`config.mk`:
```
export PLATFORM = sky130hd
export DESIGN_NAME = pkt_ingress_writer
export DESIGN_NICKNAME = d
export VERILOG_FILES = /design/src/rtl/pkt_filter_pkg.sv /design/src/rtl/pkt_ingress_writer.sv
export SDC_FILE = /design/constraint.sdc
export NUM_CORES = 1
export LEC_CHECK = 0
export CAP_MARGIN = 20
export CELL_PAD_IN_SITES_DETAIL_PLACEMENT = 1
export CELL_PAD_IN_SITES_GLOBAL_PLACEMENT = 2
export CORE_UTILIZATION = 24
export DETAILED_ROUTE_END_ITERATION = 12
export PLACE_DENSITY_LB_ADDON = 0.1
export SLEW_MARGIN = 5
export SYNTH_ARGS = -nofsm -noshare
export SYNTH_HDL_FRONTEND = slang
export SYNTH_SLANG_ARGS = --single-unit
```
`constraint.sdc`:
```
create_clock -name clk -period 2.1 [get_ports clk]
set_input_delay 0.21 -clock clk [delete_from_list [all_inputs] [get_ports clk]]
set_output_delay 0.21 -clock clk [all_outputs]
set_load 0.05 [all_outputs]
```
`src/rtl/pkt_filter_pkg.sv`:
```
// Shared types and default constants for the packet filter ingress path.
// Buffer elements are laid out as {eop, data}, so the eop flag sits at bit W_DATA.
package pkt_filter_pkg;

  typedef enum logic [1:0] {
    IDLE,
    PKT,
    REWIND,
    DISCARD
  } ingress_state_t;

  localparam int DEF_W_DATA        = 16;
  localparam int DEF_MAX_PKT_WORDS = 759;
  localparam int EOP_BIT           = DEF_W_DATA;

endpackage

```
`src/rtl/pkt_ingress_writer.sv`:
```
// Write side of the packet buffer: writes sop/eop framed beats, commits good packets,
// and rewinds the FIFO write pointer over dropped, truncated or oversize packets.
module pkt_ingress_writer
  import pkt_filter_pkg::*;
#(
  parameter int ADDR_WIDTH    = 11,
  parameter int W_DATA        = DEF_W_DATA,
  parameter int MAX_PKT_WORDS = DEF_MAX_PKT_WORDS,
  parameter int W_CNT         = 16
) (
  input  logic                  clk,
  input  logic                  reset,
  input  logic                  in_valid,
  output logic                  in_ready,
  input  logic                  in_sop,
  input  logic                  in_eop,
  input  logic                  in_drop,
  input  logic [W_DATA-1:0]     in_data,
  output logic [W_DATA:0]       fifo_wdata,
  output logic                  fifo_wen,
  input  logic                  fifo_full,
  input  logic [ADDR_WIDTH:0]   fifo_wptr,
  output logic                  fifo_wrst,
  output logic [ADDR_WIDTH:0]   fifo_rst_wptr,
  output logic [ADDR_WIDTH:0]   commit_wptr,
  output logic                  pkt_committed,
  output logic                  pkt_dropped,
  output logic [W_CNT-1:0]      commit_count,
  output logic [W_CNT-1:0]      drop_count,
  output logic [W_CNT-1:0]      orphan_count
);

  localparam int PW = ADDR_WIDTH + 1;
  localparam logic [ADDR_WIDTH-1:0] MAX_BEATS = ADDR_WIDTH'(MAX_PKT_WORDS);

  ingress_state_t state, state_nxt;
  logic [PW-1:0]         start_ptr;
  logic [ADDR_WIDTH-1:0] beat_cnt;
  logic                  oversize, oversize_nxt;
  logic                  accept, start_pkt, beat_inc, commit, orphan;

  assign fifo_wdata    = {in_eop, in_data};
  assign fifo_wrst     = (state == REWIND);
  assign pkt_dropped   = (state == REWIND);
  assign fifo_rst_wptr = start_ptr;
  assign accept        = in_valid && in_ready;

  // A sop seen mid-packet is held off so the truncated packet can be rewound first.
  always_comb begin
    case (state)
      IDLE:    in_ready = !fifo_full;
      PKT:     in_ready = !fifo_full && !in_sop;
      DISCARD: in_ready = 1'b1;
      default: in_ready = 1'b0;
    endcase
  end

  always_comb begin
    state_nxt    = state;
    oversize_nxt = oversize;
    fifo_wen     = 1'b0;
    start_pkt    = 1'b0;
    beat_inc     = 1'b0;
    commit       = 1'b0;
    orphan       = 1'b0;
    case (state)
      IDLE: begin
        if (accept && in_sop) begin
          fifo_wen  = 1'b1;
          start_pkt = 1'b1;
          if (in_eop && !in_drop) begin
            commit = 1'b1;
          end else if (in_eop) begin
            state_nxt    = REWIND;
            oversize_nxt = 1'b0;
          end else begin
            state_nxt = PKT;
          end
        end else if (accept) begin
          orphan = 1'b1;
        end
      end
      PKT: begin
        if (in_valid && in_sop) begin
          state_nxt    = REWIND;
          oversize_nxt = 1'b0;
        end else if (accept && in_eop) begin
          if (!in_drop) begin
            fifo_wen  = 1'b1;
            commit    = 1'b1;
            state_nxt = IDLE;
          end else begin
            state_nxt    = REWIND;
            oversize_nxt = 1'b0;
          end
        end else if (accept) begin
          if (beat_cnt == MAX_BEATS) begin
            state_nxt    = REWIND;
            oversize_nxt = 1'b1;
          end else begin
            fifo_wen = 1'b1;
            beat_inc = 1'b1;
          end
        end
      end
      REWIND: begin
        state_nxt = oversize ? DISCARD : IDLE;
      end
      DISCARD: begin
        if (accept && in_eop) begin
          state_nxt = IDLE;
        end
      end
      default: state_nxt = IDLE;
    endcase
  end

  always_ff @(posedge clk) begin
    if (reset) begin
      state    <= IDLE;
      oversize <= 1'b0;
    end else begin
      state    <= state_nxt;
      oversize <= oversize_nxt;
    end
  end

  always_ff @(posedge clk) begin
    if (reset) begin
      start_ptr     <= '0;
      beat_cnt      <= '0;
      commit_wptr   <= '0;
      pkt_committed <= 1'b0;
      commit_count  <= '0;
      drop_count    <= '0;
      orphan_count  <= '0;
    end else begin
      pkt_committed <= commit;
      if (start_pkt) begin
        start_ptr <= fifo_wptr;
        beat_cnt  <= ADDR_WIDTH'(1);
      end else if (beat_inc) begin
        beat_cnt <= beat_cnt + ADDR_WIDTH'(1);
      end
      // The final beat is written this cycle, so the committed end is one past it.
      if (commit) begin
        commit_wptr  <= fifo_wptr + PW'(1);
        commit_count <= commit_count + W_CNT'(1);
      end
      if (state == REWIND) begin
        drop_count <= drop_count + W_CNT'(1);
      end
      if (orphan) begin
        orphan_count <= orphan_count + W_CNT'(1);
      end
    end
  end

endmodule
```
# ---- Word-level counts from Yosys, hierarchy flattened
# Cells that the tools add are included.
dict set report totals {
  ff_bits 87
  inputBits 35
  output_inout_bits 94
  elab_cells 83
}
dict set report op_classes {
  add_sub_neg 5
  eq_ne 11
  n_mux 42
  reduce_logical 15
}
# cell count
set op_table {}
lappend op_table {{adder 16 x 1 -> 16 bit, second input constant} 3}
lappend op_table {{2-to-1 mux 1 bit} 27}
lappend op_table {{2-to-1 mux 2 bit} 10}
lappend op_table {{adder 12 x 1 -> 12 bit, second input constant} 1}
lappend op_table {{inequality test 4 bit, second input constant} 3}
lappend op_table {{adder 11 x 1 -> 11 bit, second input constant} 1}
lappend op_table {{== test 11 x 10 -> 1 bit, second input constant} 1}
lappend op_table {{inequality test 2 bit, second input constant} 4}
lappend op_table {{one-hot mux 2 bit (4 select lines)} 1}
lappend op_table {{AND reduction 7 bit} 1}
lappend op_table {{logical AND 1 bit} 6}
lappend op_table {{one-hot mux 1 bit (2 select lines)} 3}
lappend op_table {{AND reduction 5 bit} 1}
lappend op_table {{== test 2 bit, second input constant} 2}
lappend op_table {{nonzero test 2 bit} 2}
lappend op_table {{zero test 1 bit} 3}
lappend op_table {{one-hot mux 1 bit (3 select lines)} 1}
lappend op_table {{== test 2 x 1 -> 1 bit, second input constant} 1}
lappend op_table {{zero test 2 bit} 1}
lappend op_table {{OR reduction 2 bit} 1}

# ---- Depth between registers and ports, before layout
# Gate-level depths: netlist of the first run.
dict set report logic_depth {
  depth_word 10
  depth_mapped 7
  mapped_depth_nobuf 5
}

# ---- Worst setup path after synthesis of the first run
# OpenSTA, ideal clock, no wires.
dict set report synth_timing {
  path_type {register -> output}
  start {register state[0]}
  end {output fifo_wen}
  arrival_ps 2128
  t_required_ps 1890
  path_slack_ps -238
  stages_incl_launch_ff 6
  path_buffers 1
  path_cell_list {dfxtp_1 clkbuf_1 nand2b_1 nor2_1 a21oi_1 o32ai_1}
}
dict set report synth_via {
  elab_chain_cells 7
  word_cells_on_any_way 12
  classes_between {2 x eq/ne; 6 x mux; 4 x reduce/logical}
}
# element line
set synth_rtl {}
lappend synth_rtl {{from (decl)} pkt_ingress_writer.sv:36} ;# ingress_state_t state, state_nxt;
lappend synth_rtl {{from (signal assigned)} pkt_ingress_writer.sv:123} ;# state <= state_nxt;
lappend synth_rtl {{== test 2 bit, or another cell as far along} pkt_ingress_writer.sv:50} ;# case (state)
lappend synth_rtl {{one-hot mux 1 bit (3 select lines)} pkt_ingress_writer.sv:50}
lappend synth_rtl {{logical AND 1 bit} pkt_ingress_writer.sv:46} ;# assign accept = in_valid && in_ready;
lappend synth_rtl {{2-to-1 mux 1 bit / logical AND 1 bit (equally long branches)} {pkt_ingress_writer.sv:96, pkt_ingress_writer.sv:87}}
lappend synth_rtl {{2-to-1 mux 1 bit} pkt_ingress_writer.sv:87} ;# end else if (accept && in_eop) begin
lappend synth_rtl {{2-to-1 mux 1 bit} pkt_ingress_writer.sv:84} ;# if (in_valid && in_sop) begin
lappend synth_rtl {{one-hot mux 1 bit (2 select lines) *} pkt_ingress_writer.sv:66} ;# case (state)
lappend synth_rtl {{to (decl)} pkt_ingress_writer.sv:20} ;# output logic fifo_wen,
# Mark *: on every way between the ends. The rest lies on a longest branch, timed or not.

# ---- Final worst setup path of the first run
dict set report layout_timing {
  start {input in_valid}
  end {register orphan_count[14]}
}
dict set report layout_via {
  elab_chain_cells 4
  word_cells_on_any_way 5
  classes_between {3 x mux; 2 x reduce/logical}
}
# element line
set layout_rtl {}
lappend layout_rtl {{from (decl)} pkt_ingress_writer.sv:13} ;# input logic in_valid,
lappend layout_rtl {{logical AND 1 bit *} pkt_ingress_writer.sv:46}
lappend layout_rtl {{2-to-1 mux 1 bit / logical AND 1 bit (equally long branches)} {pkt_ingress_writer.sv:79, pkt_ingress_writer.sv:68}}
lappend layout_rtl {{2-to-1 mux 1 bit *} pkt_ingress_writer.sv:68} ;# if (accept && in_sop) begin
lappend layout_rtl {{2-to-1 mux 1 bit *} pkt_ingress_writer.sv:66}
lappend layout_rtl {{to (signal assigned)} pkt_ingress_writer.sv:154} ;# orphan_count <= orphan_count + W_CNT'(1);
lappend layout_rtl {{to (decl)} pkt_ingress_writer.sv:30} ;# output logic [W_CNT-1:0] orphan_count
# Marked as above.
# A chain may end at the register's enable or synchronous reset.

==> impl_metrics.yaml, run 1 <==
timing:
  fin_crit_sh_pct: 99.26
  tns_ns: 0
  min_period_ns: 2.084
  timing.hold.ws_ns: 0.3149
  max_slew_margin_pct: 63.08
  finalSetupViolations: 0
  final-max-slew-violation-count: 0
  timing.fmax_ghz: 0.4798
  rsz0062_at_grt: "true"
  final_hold_viol_count: 0
  worstMarginPinSlew_ns: 0.5499
  finalClockSkew_ns: 0.006308
clock_tree:
  clk_pin_slew_ns: 0.06
  insertion_delay_ns: 0.35
  cts_tree: "yes"
  cts_buffers: 9
  postCtsSetupBuffers: 0
  clk_path_buf_depth: 2
  cts.sinks: 87
  htreeDepth: 3
  root_buffer: "clkbuf_16"
die:
  rows: 48
  core_um2: 17300
  initial_core_util_pct: 24.66
  die_x_um: 135.3
  io_pins: 129
  die_area_um2: 18310
  die_h_um: 135.3
worst_setup_path:
  path_delay_family: "simple AND/OR/NAND/NOR gates"
  crit_cells: 6
  startpoint_type: "input pin"
  cp_data_required_time_ns: 2.38
  crit_start: "in_valid"
  rr_startpoint: "state[0]$_SDFFE_PP0P_"
  cp-end-kind: "register"
  reg2reg_slack_ns: 0.04
  crit_buf_inv: 2
  max_stage_delay_ns: 0.54
  critPathMostFrequentCell: "or3_1"
  worstSetupPathType: "in2reg"
  cp.arrival_ns: 2.36
  crit_chain: "clkdlybuf4s50_1 > or4b_1 > buf_4 > or3_1 > or3_1 > a21oi_1"
  cp-endpoint: "orphan_count[14]$_SDFFE_PP0P_"
  slowest_stage: "clkdlybuf4s50_1"
  r2r_cells: 5
  critPathMaxFanout: 11
  reg2reg_to: "orphan_count[14]$_SDFFE_PP0P_"
route:
  drc: 0
  drt_iter0_drc: 88
  num_vias: 4117
  firstDrtPassIters: 4
  ant_nets: 0
  wire_per_inst_um: 15.57
  wl_mm: 13.21
  vias_per_cell: 4.855
logic_synthesis:
  synth-seq-area-share_pct: 40.83
  yosys_warnings: 0
  synth_top_family_by_area: "simple AND/OR/NAND/NOR gates"
  synthXorXnorAreaFrac_pct: 7.392
  ys.flop_type: "dfxtp_1"
  synth_edf_count: 0
  netlist_instances: 514
  synth_seq_cells: 87
  synth_compound_area_share_pct: 13.52
  async_flop_share_pct: 0
  synth_area_um2: 4265
  synth_fp_nets: 554
  syn_area_per_cell_um2: 8.298
  synth-adder-area-share_pct: 1.467
  synth_simple_gate_area_share_pct: 27.54
  yosys-mux-area-fraction_pct: 1.701
  netlist-cell-type-count: 51
pwr:
  power_leakage_nw: 1.966
  total_power_mw: 3.761
  power_density_nw_per_um2: 626.5
  comb_power_share_pct: 11.3
  seqPwrFrac_pct: 44.8
  swShare_pct: 26.30
  ir_drop_mv: 0.3659
  p_int_mw: 2.772
  p_clk_share_pct: 43.9
  switching_power_mw: 0.9890
status:
  status: "complete, no violations"
finish:
  antenna_cells: 0
  layout.nets: 658
  stdcell_area_um2: 6002
  drive_gt1_share_pct: 13.16
  utilization_pct: 34.70
  area_delta_synth_final_pct: 40.72
global_routing:
  antenna_found_initial: 1
  met1_usage_pct: 18.58
  gr-max-usage-layer: "met2"
  overflow: 0
  grt_use_met3_pct: 3.105
  met2_usage_pct: 24.27
  first_global_vias: 4100
  grt_max_degree: 61
  grt.total_usage_pct: 14.75
  grt_pass1_wl_mm: 21.13
placed_design:
  postPlaceCellArea_um2: 5638
  io_buffers: 96
  globalplace.congestion: 0.7665
  dpl.hpwl_mm: 9.653
flow_run:
  drv_cap: 0
hold_path:
  hold_class: "in2reg"
-- per-layer routing --
metal	share of wire, %	vias up
li1	-	2030
met1	47	1991
met2	48	75
met3	3.7	19
met4	1.5	2
met5	0.098	-
-- timing repair --
item | CTS | global route
hold buffers | 0 | 0
cloned | 0 | 1
endpoints found under the hold margin | 0 | 0
endpoints found under the setup margin | 1 | 5
resized for setup | 3 | 11
pin swaps | 0 | 2
-- cell usage after synthesis, types with 4 or more instances --
| cell | n | area [µm²] |
|---|---|---|
| a211oi_1 | 11 | 82.58 |
| a21oi_1 | 37 | 185.2 |
| and2_1 | 4 | 25.02 |
| and4_1 | 7 | 61.31 |
| buf_4 | 18 | 135.1 |
| clkbuf_1 | 20 | 75.07 |
| dfxtp_1 | 87 | 1742 |
| ha_1 | 5 | 62.56 |
| inv_1 | 16 | 60.06 |
| mux2i_1 | 5 | 50.05 |
| nand2_1 | 50 | 187.7 |
| nand3_1 | 25 | 125.1 |
| nand4_1 | 18 | 112.6 |
| nor2_1 | 51 | 191.4 |
| nor3_1 | 10 | 50.05 |
| nor4_1 | 8 | 50.05 |
| o211ai_1 | 4 | 30.03 |
| o21ai_0 | 19 | 95.09 |
| o31ai_1 | 9 | 67.56 |
| or3_1 | 15 | 93.84 |
| or4_1 | 13 | 97.59 |
| xnor2_1 | 22 | 192.7 |
| xor2_1 | 14 | 122.6 |
-- cells in the final DEF, fill, tap and decap left out, types with 3 or more instances in the layout --
master and n:
a211oi_1 11, a21oi_1 36, and2_1 4, and3_1 3, and4_1 6, buf_12 7
buf_4 37, clkbuf_16 9, clkdlybuf4s50_1 88, dfxtp_1 82, dfxtp_2 5, ha_1 4
inv_1 16, mux2i_1 5, nand2_1 50, nand2b_1 3, nand3_1 25, nand4_1 18
nor2_1 51, nor2b_1 3, nor3_1 10, nor4_1 8, nor4b_1 3, o211ai_1 4
o21ai_0 19, o31ai_1 9, or3_1 13, or4_1 12, xnor2_1 22, xor2_1 14
-- worst min path at each step --
stage                     cells after the start          from  slack (ns)                            end
final                                         2         reset        0.31   orphan_count[7]$_SDFFE_PP0P_
after global routing                          2         reset        0.34  orphan_count[10]$_SDFFE_PP0P_
after CTS                                     2         reset        0.30   orphan_count[7]$_SDFFE_PP0P_
after detailed placement                      0    in_data[1]        0.42                  fifo_wdata[1]
after global placement                        0    in_data[1]        0.42                  fifo_wdata[1]
after floorplan                               2  fifo_wptr[0]        0.35  fifo_rst_wptr[0]$_SDFFE_PP0P_
-- cell type report --
class,count,area [µm²]
repair buffers,137,1351
flip-flops and latches,87,1748
inverters,16,60.06
clock inverters,6,70.07
multi-input cells,367,2262
clock buffers,10,229.0
fillers,2009,11290
well taps,225,281.5
-- cells by family (layout without fill, tap and decap cells) --
| logic type | after synthesis | in the layout |
|---|---|---|
| adder cells (fa/ha/maj) | 5 | 5 |
| AO/OA/AOI/OAI | 94 | 94 |
| buffers and inverters | 61 | 169 |
| XOR/XNOR | 36 | 36 |
| flip-flops | 87 | 87 |
| multiplexers | 7 | 7 |
| AND/OR/NAND/NOR | 224 | 225 |
-- through the flow --
stage	worst slack, ns	instances
after floorplan	0.006260	514
after global placement	-0.2852	831
after detailed placement	-0.3420	831
after CTS	0.008692	847
after global routing	-0.001260	848
final	0.01564	848
-- power groups by stage --
stage / registers (mW) / clock network, mW / logic (mW)
floorplan: 1.78 / 0 / 0.250
finish: 1.69 / 1.65 / 0.425
global placement: 1.72 / 0 / 0.418
CTS: 1.69 / 1.71 / 0.426
global route: 1.69 / 1.79 / 0.459
detailed placement: 1.72 / 0 / 0.422
-- state kept, by name, indices dropped and copies added (netlist names) --
register,cells
oversize,1
fifo_rst_wptr,12
commit_count,16
pkt_committed,1
beat_cnt,11
commit_wptr,12
drop_count,16
orphan_count,16
state,2
Power figures use the tool's default switching activity.
==> run 2: changes to the inputs <==
CORE_ASPECT_RATIO = 0.8   (was unset)
SETUP_SLACK_MARGIN = 0.1   (was unset)
SLEW_MARGIN = 10   (was 5)
==> run 2 against run 1 <==
Against the previous run:
- final area up 0.90%
- non-clock buffer count up 1
- largest cell class unchanged
- count of clock-buffer cells in the layout unchanged
- via count down 1.7%
- worst hold slack worse by 0.084 ns
- utilization up 0.15 points
- sequential share of layout area down 0.11 points
- critical path depth down 2
- total power up 1.4%
- global-route usage up 0.29 points
- first-iteration DRC count up 49%
==> impl_metrics.yaml, run 2 (synthesized netlist as in run 1, its figures left out) <==
die:
  rows: 43
  die_x_um: 151.1
  die_area_um2: 18310
  die_h_um: 121.2
  initial_core_util_pct: 24.54
  io_pins: 129
  core_um2: 17380
route:
  firstDrtPassIters: 4
  drc: 0
  vias_per_cell: 4.772
  ant_nets: 0
  drt_iter0_drc: 131
  wl_mm: 13.03
  num_vias: 4047
  wire_per_inst_um: 15.37
finish:
  utilization_pct: 34.85
  num-fill-cells: 2033
  area_delta_synth_final_pct: 41.98
  drive_gt1_share_pct: 15.25
  stdcell_count: 848
  final_common_cell: "clkdlybuf4s50_1"
  layout.nets: 658
  antenna_cells: 0
  largest_registers: "commit_count (16), drop_count (16), orphan_count (16)"
  stdcell_area_um2: 6056
  final_cell_mix: "clkdlybuf4s50_1, dfxtp_1, nor2_1"
worst_setup_path:
  critPathMaxFanout: 7
  startpoint_type: "register"
  r2r_cells: 4
  crit_chain: "or3_1 > or4_4 > or4_1 > a21oi_1"
  reg2reg_slack_ns: 0.15
  cp-end-kind: "register"
  max_stage_delay_ns: 0.49
  worstSetupPathType: "reg2reg"
  rr_startpoint: "state[1]$_SDFFE_PP0P_"
  cp.arrival_ns: 2.23
  reg2reg_to: "commit_count[15]$_SDFFE_PP0P_"
  slowest_stage: "or4_1"
  cp_data_required_time_ns: 2.38
clock_tree:
  clk_pin_slew_ns: 0.07
  root_buffer: "clkbuf_16"
  hold_buffers: 0
  insertion_delay_ns: 0.35
  htreeDepth: 3
  cts_tree: "yes"
  cts.sinks: 87
  clk_path_buf_depth: 2
  cts_buffers: 9
pwr:
  power_density_nw_per_um2: 629.7
  comb_power_share_pct: 11.4
  ir_drop_mv: 0.3209
  total_power_mw: 3.813
  swShare_pct: 26.29
  p_clk_share_pct: 44.4
  seqPwrFrac_pct: 44.2
  switching_power_mw: 1.003
  power_leakage_nw: 1.986
  p_int_mw: 2.811
timing:
  fin_crit_sh_pct: 92.91
  tns_ns: 0
  min_period_ns: 1.951
  final_hold_viol_count: 0
  timing.hold.ws_ns: 0.2305
  max_slew_margin_pct: 63.34
  timing.final.ws_setup_ns: 0.1489
  rsz0062_at_grt: "true"
  worstMarginPinSlew_ns: 0.5481
  final-max-slew-violation-count: 0
  timing.fmax_ghz: 0.5125
  finalClockSkew_ns: 0.008336
  finalSetupViolations: 0
status:
  status: "complete, no violations"
global_routing:
  grt.total_usage_pct: 15.04
  overflow: 0
  grt_max_degree: 45
  antenna_found_initial: 0
  first_global_vias: 4210
  grt_pass1_wl_mm: 21.52
placed_design:
  globalplace.congestion: 0.7159
  io_buffers: 96
  dp_cells: 831
  postPlaceCellArea_um2: 5678
  dpl.hpwl_mm: 9.575
  place_ws_ns: -0.2636
hold_path:
  holdPathStages: 2
  hold_end: "commit_wptr[1]$_SDFFE_PP0P_"
  hold_class: "in2reg"
  min_from: "reset"
flow_run:
  drv_cap: 0
run 2: what timing repair did:
item | 4_1_cts | 5_1_grt
gates resized for setup | 6 | 11
endpoints found under the setup margin | 3 | 13
pin swaps | 1 | 3
hold endpoints to repair | 0 | 0
gates cloned | 0 | 0
setup buffers | 1 | 0
run 2: routing by layer:
layer  vias to the layer above  part of all wire [%]  global-route usage [%]
met2                        53                    47                   24.20
met1                      1951                    49                   19.87
met5                         -                     0                       0
li1                       2028                     -                       -
met4                         0                   1.2                   4.688
met3                        15                   3.2                   3.346
run 2: worst max path at each step:
stage          slack [ns]                            end                  start
6_report             0.15  commit_count[15]$_SDFFE_PP0P_  state[1]$_SDFFE_PP0P_
5_1_grt              0.07  commit_count[15]$_SDFFE_PP0P_  state[1]$_SDFFE_PP0P_
4_1_cts              0.09  commit_count[15]$_SDFFE_PP0P_  state[0]$_SDFFE_PP0P_
3_5_place_dp        -0.26  orphan_count[15]$_SDFFE_PP0P_               in_valid
3_3_place_gp        -0.24  orphan_count[15]$_SDFFE_PP0P_               in_valid
2_1_floorplan        0.08  orphan_count[15]$_SDFFE_PP0P_  state[1]$_SDFFE_PP0P_
run 2: critical path: cells and delay by family (launching register included):
family / cells / cell delay [ns]
AND/OR/NAND/NOR: 3 / 1.40
flip-flops: 1 / 0.32
AO/OA/AOI/OAI: 1 / 0.16
run 2: cell type report:
cell class / instances / area, µm² / share of cell area (%)
multi-input cells: 366 / 2268 / 37.46
well taps: 225 / 281.5 / 4.649
inverters: 16 / 60.06 / 0.9917
clock inverters: 6 / 68.82 / 1.136
flip-flops and latches: 87 / 1757 / 29.01
clock buffers: 10 / 239.0 / 3.946
repair buffers: 138 / 1381 / 22.81
run 2: power groups by stage:
stage | Sequential, mW | Combinational [mW] | Clock [mW]
3_5_place_dp | 1.72 | 0.433 | 0
4_1_cts | 1.68 | 0.440 | 1.76
6_report | 1.69 | 0.436 | 1.69
2_1_floorplan | 1.78 | 0.251 | 0
3_3_place_gp | 1.72 | 0.431 | 0
5_1_grt | 1.69 | 0.471 | 1.83
